## src/rtl/dest_sequencer_if.sv

```systemverilog
// Order-in / destination-out bundle of the destination sequencer.
// Ports:
//   rx_data, rx_valid   order byte and its one-cycle strobe
//   abort               synchronous flush of the current order
//   dest_x, dest_y      current destination coordinates
//   dest_valid          destination presented
//   dest_ready          planner accepts destination
//   dest_count          entries remaining, including the presented one
//   busy                sequencer is scanning or issuing
//   order_done          pulse after the last destination is accepted
//   order_empty         pulse when a completed order selects nothing
//   rx_drop             pulse when a byte arrives while busy
interface dest_sequencer_if #(
   parameter int unsigned N_LOC   = 6,
   parameter int unsigned COORD_W = 8
);
   localparam int unsigned CNT_W = $clog2(N_LOC + 1);

   logic [7:0]         rx_data;
   logic               rx_valid;
   logic               abort;
   logic [COORD_W-1:0] dest_x;
   logic [COORD_W-1:0] dest_y;
   logic               dest_valid;
   logic               dest_ready;
   logic [CNT_W-1:0]   dest_count;
   logic               busy;
   logic               order_done;
   logic               order_empty;
   logic               rx_drop;

   // sequencer side
   modport master (
      input  rx_data, rx_valid, abort, dest_ready,
      output dest_x, dest_y, dest_valid, dest_count,
             busy, order_done, order_empty, rx_drop
   );

   // order source / path planner side
   modport slave (
      output rx_data, rx_valid, abort, dest_ready,
      input  dest_x, dest_y, dest_valid, dest_count,
             busy, order_done, order_empty, rx_drop
   );
endinterface

```

## src/rtl/dest_sequencer.sv

```systemverilog
// Destination sequencer: gathers order bits from UART bytes into a shelf
// mask, scans it MSB-first, buffers the coordinates of every selected shelf
// and hands them to the AGV path planner over valid/ready.
// Ports:
//   clk   system clock, rising edge
//   rst   asynchronous active-high reset
//   bus   dest_sequencer_if.master (order bytes in, destinations/status out)
module dest_sequencer #(
   parameter int unsigned N_LOC   = 6,
   parameter int unsigned COORD_W = 8,
   parameter logic [N_LOC*2*COORD_W-1:0] LOC_TABLE = 96'h3006_3022_3052_9056_9082_90a6
) (
   input  logic             clk,
   input  logic             rst,
   dest_sequencer_if.master bus
);
   localparam int unsigned NBYTES  = N_LOC / 2;
   localparam int unsigned CNT_W   = $clog2(N_LOC + 1);
   localparam int unsigned ENTRY_W = 2 * COORD_W;
   localparam int unsigned BCNT_W  = (NBYTES > 1) ? $clog2(NBYTES) : 1;

   localparam logic [1:0] S_COLLECT = 2'd0;
   localparam logic [1:0] S_SCAN    = 2'd1;
   localparam logic [1:0] S_ISSUE   = 2'd2;

   logic [1:0]         state, state_nxt;
   logic [N_LOC-1:0]   mask, mask_nxt;
   logic [BCNT_W-1:0]  bcnt, bcnt_nxt;
   logic [CNT_W-1:0]   idx, idx_nxt;
   logic [CNT_W-1:0]   wr_ptr, wr_nxt;
   logic [CNT_W-1:0]   rd_ptr, rd_nxt;
   logic [CNT_W-1:0]   count, count_nxt;
   logic [ENTRY_W-1:0] list [N_LOC];
   logic [ENTRY_W-1:0] list_nxt [N_LOC];

   logic               scan_bit;
   logic [ENTRY_W-1:0] scan_entry;
   logic [ENTRY_W-1:0] head_entry;

   logic               valid_q, valid_nxt;
   logic [COORD_W-1:0] x_q, x_nxt, y_q, y_nxt;
   logic [CNT_W-1:0]   dcnt_q, dcnt_nxt;
   logic               busy_q, busy_nxt;
   logic               done_q, done_nxt;
   logic               empty_q, empty_nxt;
   logic               drop_q, drop_nxt;

   // only bits 4 and 0 of each byte carry order information
   logic unused_rx_bits;
   assign unused_rx_bits = ^{bus.rx_data[7:5], bus.rx_data[3:1]};

   // state and output registers
   always_ff @(posedge clk or posedge rst) begin
      if (rst) begin
         state   <= S_COLLECT;
         mask    <= '0;
         bcnt    <= '0;
         idx     <= '0;
         wr_ptr  <= '0;
         rd_ptr  <= '0;
         count   <= '0;
         for (int k = 0; k < N_LOC; k++) list[k] <= '0;
         valid_q <= 1'b0;
         x_q     <= '0;
         y_q     <= '0;
         dcnt_q  <= '0;
         busy_q  <= 1'b0;
         done_q  <= 1'b0;
         empty_q <= 1'b0;
         drop_q  <= 1'b0;
      end else begin
         state   <= state_nxt;
         mask    <= mask_nxt;
         bcnt    <= bcnt_nxt;
         idx     <= idx_nxt;
         wr_ptr  <= wr_nxt;
         rd_ptr  <= rd_nxt;
         count   <= count_nxt;
         list    <= list_nxt;
         valid_q <= valid_nxt;
         x_q     <= x_nxt;
         y_q     <= y_nxt;
         dcnt_q  <= dcnt_nxt;
         busy_q  <= busy_nxt;
         done_q  <= done_nxt;
         empty_q <= empty_nxt;
         drop_q  <= drop_nxt;
      end
   end

   // next-state and next-output logic
   always_comb begin
      state_nxt = state;
      mask_nxt  = mask;
      bcnt_nxt  = bcnt;
      idx_nxt   = idx;
      wr_nxt    = wr_ptr;
      rd_nxt    = rd_ptr;
      count_nxt = count;
      list_nxt  = list;
      done_nxt  = 1'b0;
      empty_nxt = 1'b0;
      drop_nxt  = 1'b0;

      // mask bit and table entry under the scan index
      scan_bit   = 1'b0;
      scan_entry = '0;
      for (int k = 0; k < N_LOC; k++) begin
         if (idx == CNT_W'(k)) begin
            scan_bit   = mask[k];
            scan_entry = LOC_TABLE[k*ENTRY_W +: ENTRY_W];
         end
      end

      if (bus.abort) begin
         // flush wins over everything; a same-cycle byte vanishes silently
         state_nxt = S_COLLECT;
         mask_nxt  = '0;
         bcnt_nxt  = '0;
         idx_nxt   = '0;
         wr_nxt    = '0;
         rd_nxt    = '0;
         count_nxt = '0;
      end else begin
         drop_nxt = bus.rx_valid && (state != S_COLLECT);
         case (state)
            S_COLLECT: begin
               if (bus.rx_valid) begin
                  for (int b = 0; b < NBYTES; b++) begin
                     if (bcnt == BCNT_W'(b)) begin
                        mask_nxt[N_LOC-1-2*b] = bus.rx_data[4];
                        mask_nxt[N_LOC-2-2*b] = bus.rx_data[0];
                     end
                  end
                  if (bcnt == BCNT_W'(NBYTES - 1)) begin
                     bcnt_nxt  = '0;
                     state_nxt = S_SCAN;
                     idx_nxt   = CNT_W'(N_LOC - 1);
                  end else begin
                     bcnt_nxt = bcnt + BCNT_W'(1);
                  end
               end
            end
            S_SCAN: begin
               if (scan_bit) begin
                  for (int j = 0; j < N_LOC; j++)
                     if (wr_ptr == CNT_W'(j)) list_nxt[j] = scan_entry;
                  wr_nxt    = wr_ptr + CNT_W'(1);
                  count_nxt = count + CNT_W'(1);
               end
               if (idx == '0) begin
                  if (count_nxt == '0) begin
                     empty_nxt = 1'b1;
                     state_nxt = S_COLLECT;
                     mask_nxt  = '0;
                  end else begin
                     state_nxt = S_ISSUE;
                     rd_nxt    = '0;
                  end
               end else begin
                  idx_nxt = idx - CNT_W'(1);
               end
            end
            S_ISSUE: begin
               if (valid_q && bus.dest_ready) begin
                  if (rd_ptr + CNT_W'(1) == count) begin
                     done_nxt  = 1'b1;
                     state_nxt = S_COLLECT;
                     mask_nxt  = '0;
                     wr_nxt    = '0;
                     rd_nxt    = '0;
                     count_nxt = '0;
                  end else begin
                     rd_nxt = rd_ptr + CNT_W'(1);
                  end
               end
            end
            default: state_nxt = S_COLLECT;
         endcase
      end

      // outputs follow the next state so they line up with it after the edge
      head_entry = '0;
      for (int k = 0; k < N_LOC; k++)
         if (rd_nxt == CNT_W'(k)) head_entry = list_nxt[k];

      valid_nxt = (state_nxt == S_ISSUE);
      x_nxt     = valid_nxt ? head_entry[COORD_W-1:0] : '0;
      y_nxt     = valid_nxt ? head_entry[ENTRY_W-1:COORD_W] : '0;
      dcnt_nxt  = valid_nxt ? (count_nxt - rd_nxt) : '0;
      busy_nxt  = (state_nxt != S_COLLECT);
   end

   assign bus.dest_valid  = valid_q;
   assign bus.dest_x      = x_q;
   assign bus.dest_y      = y_q;
   assign bus.dest_count  = dcnt_q;
   assign bus.busy        = busy_q;
   assign bus.order_done  = done_q;
   assign bus.order_empty = empty_q;
   assign bus.rx_drop     = drop_q;
endmodule

```

## src/flat_wrapper.sv

```systemverilog
// flat-port wrapper written by rule: the top's interface ports become plain ports
module dest_sequencer_flat 
#(
   parameter int unsigned N_LOC   = 6,
   parameter int unsigned COORD_W = 8,
   parameter logic [N_LOC*2*COORD_W-1:0] LOC_TABLE = 96'h3006_3022_3052_9056_9082_90a6
)
  (clk, rst, bus_rx_data, bus_rx_valid, bus_abort, bus_dest_ready, bus_dest_x, bus_dest_y, bus_dest_valid, bus_dest_count, bus_busy, bus_order_done, bus_order_empty, bus_rx_drop);
  dest_sequencer_if #(.N_LOC(N_LOC), .COORD_W(COORD_W)) bus_i ();
  input  logic clk;
  input  logic rst;
  input wire logic [$bits(bus_i.rx_data)-1:0] bus_rx_data;
  input wire logic [$bits(bus_i.rx_valid)-1:0] bus_rx_valid;
  input wire logic [$bits(bus_i.abort)-1:0] bus_abort;
  input wire logic [$bits(bus_i.dest_ready)-1:0] bus_dest_ready;
  output wire logic [$bits(bus_i.dest_x)-1:0] bus_dest_x;
  output wire logic [$bits(bus_i.dest_y)-1:0] bus_dest_y;
  output wire logic [$bits(bus_i.dest_valid)-1:0] bus_dest_valid;
  output wire logic [$bits(bus_i.dest_count)-1:0] bus_dest_count;
  output wire logic [$bits(bus_i.busy)-1:0] bus_busy;
  output wire logic [$bits(bus_i.order_done)-1:0] bus_order_done;
  output wire logic [$bits(bus_i.order_empty)-1:0] bus_order_empty;
  output wire logic [$bits(bus_i.rx_drop)-1:0] bus_rx_drop;
  assign bus_i.rx_data = bus_rx_data;
  assign bus_i.rx_valid = bus_rx_valid;
  assign bus_i.abort = bus_abort;
  assign bus_i.dest_ready = bus_dest_ready;
  assign bus_dest_x = bus_i.dest_x;
  assign bus_dest_y = bus_i.dest_y;
  assign bus_dest_valid = bus_i.dest_valid;
  assign bus_dest_count = bus_i.dest_count;
  assign bus_busy = bus_i.busy;
  assign bus_order_done = bus_i.order_done;
  assign bus_order_empty = bus_i.order_empty;
  assign bus_rx_drop = bus_i.rx_drop;
  dest_sequencer #(.N_LOC(N_LOC), .COORD_W(COORD_W), .LOC_TABLE(LOC_TABLE)) u_core (.clk(clk), .rst(rst), .bus(bus_i));
endmodule
```

## config.mk

```make
export PLATFORM = sky130hd
export DESIGN_NAME = dest_sequencer_flat
export DESIGN_NICKNAME = d
export VERILOG_FILES = /design/src/rtl/dest_sequencer_if.sv /design/src/rtl/dest_sequencer.sv /design/src/flat_wrapper.sv
export SDC_FILE = /design/constraint.sdc
export NUM_CORES = 1
export LEC_CHECK = 0
export ABC_AREA = 1
export BUFFER_PORTS_ARGS = -buffer_cell sky130_fd_sc_hd__buf_4
export CAP_MARGIN = 20
export CORE_MARGIN = 3
export CORE_UTILIZATION = 30
export CTS_BUF_LIST = sky130_fd_sc_hd__clkbuf_4 sky130_fd_sc_hd__clkbuf_8
export CTS_CLUSTER_SIZE = 8
export DETAILED_ROUTE_END_ITERATION = 10
export PLACE_DENSITY_LB_ADDON = 0.15
export RECOVER_POWER = 25
export SLEW_MARGIN = 20
export SYNTH_ARGS = -nofsm -noshare
export SYNTH_HDL_FRONTEND = slang
export SYNTH_SLANG_ARGS = --single-unit
```

## constraint.sdc

```tcl
create_clock -name clk -period 6.6 [get_ports clk]
set_clock_uncertainty 0.15 [all_clocks]
set_input_delay 1.32 -clock clk [delete_from_list [all_inputs] [get_ports clk]]
set_output_delay 1.32 -clock clk [all_outputs]
set_load 0.05 [all_outputs]
```

## Yosys cells after proc, flatten, opt, wreduce, memory -nomap -nowiden

Index checks and enable logic that the tools add are counted.

- Output and inout port bits: 24
- RAM bits: 0
- Memories kept: 0
- Bits in registers: 142
- Latch bits: 0
- Bits in read-only memories: 0
- Input port bits: 13

- Bitwise operators: 0
- Shifts and indexed selects: 0
- Order comparisons: 0
- Reduce and logical (&&, ||, !) cells: 21
- Muxes and demuxes: 84
- Multiply operators: 0
- Equal/unequal tests: 31
- Divide/modulo/power cells: 0
- Add/sub/neg operators: 6

Operators by type and width:

| kind | number |
|---|---|
| $mux 16 | 18 |
| $mux 96 | 3 |
| $mux 3 | 20 |
| $mux 6 | 6 |
| $mux 2 | 14 |
| $ne 3x2->1 const B | 8 |
| $pmux 3 s2 | 4 |
| $reduce_and 7->1 | 3 |
| $eq 3x2->1 const B | 6 |
| $eq 3x3->1 const B | 6 |
| $pmux 6 s3 | 1 |
| $mux 8 | 2 |
| $mux 1 | 15 |
| $logic_not 3->1 | 4 |
| $add 3x1->3 const B | 3 |
| $eq 3x1->1 const B | 3 |
| $reduce_and 4->1 | 2 |
| $reduce_bool 2->1 | 4 |
| $eq 2x2->1 const B | 3 |
| $ne 3x3->1 const B | 2 |
| $pmux 2 s3 | 1 |
| $reduce_bool 3->1 | 2 |
| $eq 2x1->1 const B | 2 |
| $logic_not 2->1 | 2 |
| other kinds (7) | 8 |

## Logic depth before layout (Yosys ltp)

- Depth after elaboration: 23
- Mapped depth: 25
- Mapped depth without buffers: 24

## Worst setup path after synthesis

No wires, ideal clock.

- Path kind: input-to-reg
- Start: input bus_dest_ready
- End: register u_core.dcnt_q[2] (netlist: u_core.bus.dest_count[2])
- Data required time: 6331 ps
- Stages: 15
- Data arrival time: 3399 ps
- Setup slack: 2932 ps
- Path through: nand2_1 nor2_1 nor2_1 nand2_1 nand2_1 inv_1 a21oi_4 buf_6 buf_4 ha_1 inv_1 fa_1 xnor2_1 a21oi_1 o21a_1

- Word-level cells in the longest chain between the ends: 6

RTL lines:

| element | RTL line | RTL |
|---|---|---|
| from (decl) | flat_wrapper.sv:15 | `input wire logic [$bits(bus_i.dest_ready)-1:0] bus_dest_ready;` |
| $logic_and 1x1->1 | dest_sequencer.sv:165 | `if (valid_q && bus.dest_ready) begin` |
| $mux 3 | dest_sequencer.sv:165 |  |
| $pmux 3 s2 | dest_sequencer.sv:126 | `case (state)` |
| $mux 3 | dest_sequencer.sv:115 | `if (bus.abort) begin` |
| net u_core.rd_nxt[0] | dest_sequencer.sv:31 | `logic [CNT_W-1:0] rd_ptr, rd_nxt;` |
| $sub 3x3->3 | dest_sequencer.sv:190 | `dcnt_nxt = valid_nxt ? (count_nxt - rd_nxt) : '0;` |
| $mux 3 | dest_sequencer.sv:190 |  |
| net u_core.dcnt_nxt[2] | dest_sequencer.sv:42 | `logic [CNT_W-1:0] dcnt_q, dcnt_nxt;` |
| to (signal assigned) | dest_sequencer.sv:83 | `dcnt_q <= dcnt_nxt;` |
| to (decl) | dest_sequencer.sv:42 |  |

The timed path passes the listed nets, and every way through them passes these cells.
A chain may end at the register's enable or synchronous reset.

==> summary.md <==
| Metric | Value |
|---|---|
| Final core utilization | 35.24% |
| Core Area | roughly 21000 µm² |
| Critical path class | input pin to asynchronous set/reset pin |
| DRC Markers | 0 |
| IO Pins | 37 |
| Clock slew at the register clock pins of the worst setup and hold paths | about 0.090 ns |
| Ys async rst share | 100.0% |
| Row count | 53 |
| RSZ-0062 raised after global routing | no |
| First-pass GRT wire length | between 20000 and 30000 µm |
| Finish-stage setup viols | 0 |
| Num CTS Buffers | 17 |
| EDFF count, synth | 0 |
| Count of antenna-violating nets left after detailed routing | 0 |
| Final hold violations | 0 |
| Num Clock Sinks | roughly 140 |
| Mapped Cells | 787 |
| Synth top area cells | dfrtp_1 53%, nand2_1 13%, inv_1 6.3% |
| Nets | 852 |
| CTS tree | yes |
| Ys Warns | 0 |
| Most frequent cells after synthesis | 224 x nand2_1, 142 x dfrtp_1, 112 x inv_1, 73 x nor2_1, 48 x o21ai_0 |
| Fill cell count | 2245 |
| Largest buffer count on any clock path | 2 |
| Routability cong. | about 0.75 |
| Post-synth top area cell | dfrtp_1 |
| Slowest cell on the critical path | clkinvlp_2 |
| DR vias/cell | ~4.5 |
| Gr usage total | between 10% and 20% |
| Root buf cell | clkbuf_8 |
| Layout cells sized above 1 | roughly an eighth |
| Seq/Total Area, Yosys | a little over half |
| Syn-to-layout area delta | 13.21% |
| Cts hold-fix bufs | 0 |
| Total gr overflow | 0 |
| Drt initial violations | 242 |
| VDD IR max | ~0.12 mV |
| Pwr/cell area | 244.5 nW/µm² |
| Number of H-tree branching levels | 4 |
| # resized after CTS | 0 |
| FF+latch count, synth | ~140 |
| Status | complete, but fails checks |
| Final Routed Wirelength | approximately 16000 µm |
| CP startpoint kind | input pin |
| Synth Net Count | between 800 and 900 |
| Yosys top cell area share | 53.30% |
| CP endpoint kind | asynchronous set/reset pin |
| Largest net degree at the start of global routing | 87 |
| Antenna cells | 0 |
| Max_cap viols | 1 |
| Drt wl/cell | between 10 and 15 µm |
| Netlist cell types | 44 |
| Lkg Pwr | a little over 4 nW |
| Required @ worst endpoint | 6.97 ns |
| Min Tclk post-route | about 4.1 ns |
| Setup total negative slack | 0 ns |
| Detailed Routing Iterations Pass 1 | 5 |
| Via count | 4945 |
| Initial Utilization | 31.12% |
| Die area | between 20000 and 25000 µm² |
| Clock Latency Late Sink | between 0.4 and 0.5 ns |
| Max stage delay on crit path | roughly 2.1 ns |
| Dominant synthesized flop cell | dfrtp_1 |
| Height of the die | between 150 and 200 µm |
| Max_slew headroom | -151.7% |
| Vias in the first global route | 4989 |
| Synthesized area | ~6700 µm² |
| Max Freq | 0.2444 GHz |
| Critical Path Fanout Max | 86 |
| Count of input and output buffers | 30 |
| Initial antenna violation count | 1 |
| Violated checks | max-capacitance violations, max-slew violations |
| Max Slew Vio Count | 87 |
| Die Width | 155.1 µm |
| Final HPWL DP | between 10000 and 15000 µm |
| Cells along the critical path | clkbuf_4, clkinvlp_2, buf_4 |
| Tot Pwr | approximately 1.8 mW |
| CP Data Arrival Time | around 4.5 ns |
| Period utilisation layout | about three fifths |
| Avg Cell Area, Syn | approximately 8.5 µm² |
| Post-CTS setup buffer count | 0 |
| Slew @ Worst Pin | around 3.8 ns |
| Worst min path class | register to register |
| Cell with the most instances after synthesis | nand2_1 |
stage by stage:
step	hold slack [ns]	setup WS [ns]	area (µm²)	cells
after floorplan	0.2731	1.320	6666	787
after global placement	0.2820	2.240	7157	1077
after detailed placement	0.2876	2.245	7157	1077
after CTS	0.3100	2.576	7555	1109
after global routing	0.3271	1.789	7547	1109
final	0.3101	2.508	7547	1109
placed cells by master (no fill, tap or decap), types with 2 or more instances in the layout:
| cell type | count |
|---|---|
| clkbuf_8 | 17 |
| inv_8 | 5 |
| nor3_1 | 5 |
| nand2_4 | 3 |
| a21oi_1 | 20 |
| o21a_1 | 4 |
| buf_4 | 30 |
| nor2_4 | 3 |
| or2_2 | 11 |
| inv_6 | 7 |
| dfrtp_1 | 142 |
| nand3b_1 | 2 |
| inv_1 | 111 |
| xnor2_1 | 2 |
| inv_2 | 8 |
| o22ai_1 | 2 |
| nand2_2 | 7 |
| nand4_1 | 10 |
| nand3_1 | 37 |
| inv_4 | 2 |
| o21ai_0 | 48 |
| nand3_2 | 2 |
| o211ai_1 | 12 |
| ha_1 | 17 |
| nor2_1 | 73 |
| o21ai_1 | 4 |
| nand2_1 | 224 |
| xor2_1 | 4 |
path summary, 6_finish.rpt:
check	from	end	slack, ns	cells after the start
min in group asynchronous	rst	u_core.bus.dest_x[5]	1.82	2
worst min-delay path	u_core.list[17]	u_core.list[17]	0.31	2
worst min register to register	u_core.list[17]	u_core.list[17]	0.31	2
max in group clk	u_core.idx[0]	u_core.bus.dest_count[2]	2.66	22
worst max-delay path	rst	u_core.list[64]	2.51	3
worst max register to register	u_core.idx[0]	u_core.bus.dest_count[2]	2.66	22
flip-flops by register name, indices dropped and copies added, names as in the netlist, 3 cells and up:
register	count
u_core.bus.dest_y	8
u_core.count	3
u_core.bus.dest_count	3
u_core.list	96
u_core.bus.dest_x	8
u_core.rd_ptr	3
u_core.mask	6
u_core.wr_ptr	3
u_core.idx	3
routing by layer:
layer | track usage (%) | part of all wire [%] | wire length, µm
met5 | 0 | 0 | 0
met4 | 4.373 | 1.1 | 172
met3 | 3.171 | 3.0 | 484
met2 | 21.31 | 45 | 7219
met1 | 20.71 | 51 | 8054
final cells by class:
cell class                 count  area (µm²)  area share [%]
clock buffer                  17       234.0           3.100
clock inverter                15       163.9           2.172
inverter                     123       467.9           6.200
multi-input combinational    505        2547           33.75
sequential                   142        3553           47.08
tap                          275       344.1           4.559
timing repair buffer          32       236.5           3.133
cells by family (layout without fill, tap and decap cells):
kind of cell               count (synthesis)  count (layout)  synth area share, %
and+or+nand+nor                          384             384                25.49
adders and majority gates                 18              18                3.491
muxes                                      1               1               0.1689
AOI/OAI and AO/OA                         96              96                8.277
DFF                                      142             142                53.30
xor gates and xnor gates                   6               6               0.7883
buffers and inverters                    140             187                8.483
power breakdown:
group / switching (mW) / internal, mW
registers: 0.0163 / 0.901
logic: 0.147 / 0.0575
clock network: 0.405 / 0.319
worst max-delay path, delay by kind of cell:
kind	cells	cell delay, ns
buffers and inverters	3	3.08
Power figures use the tool's default switching activity.
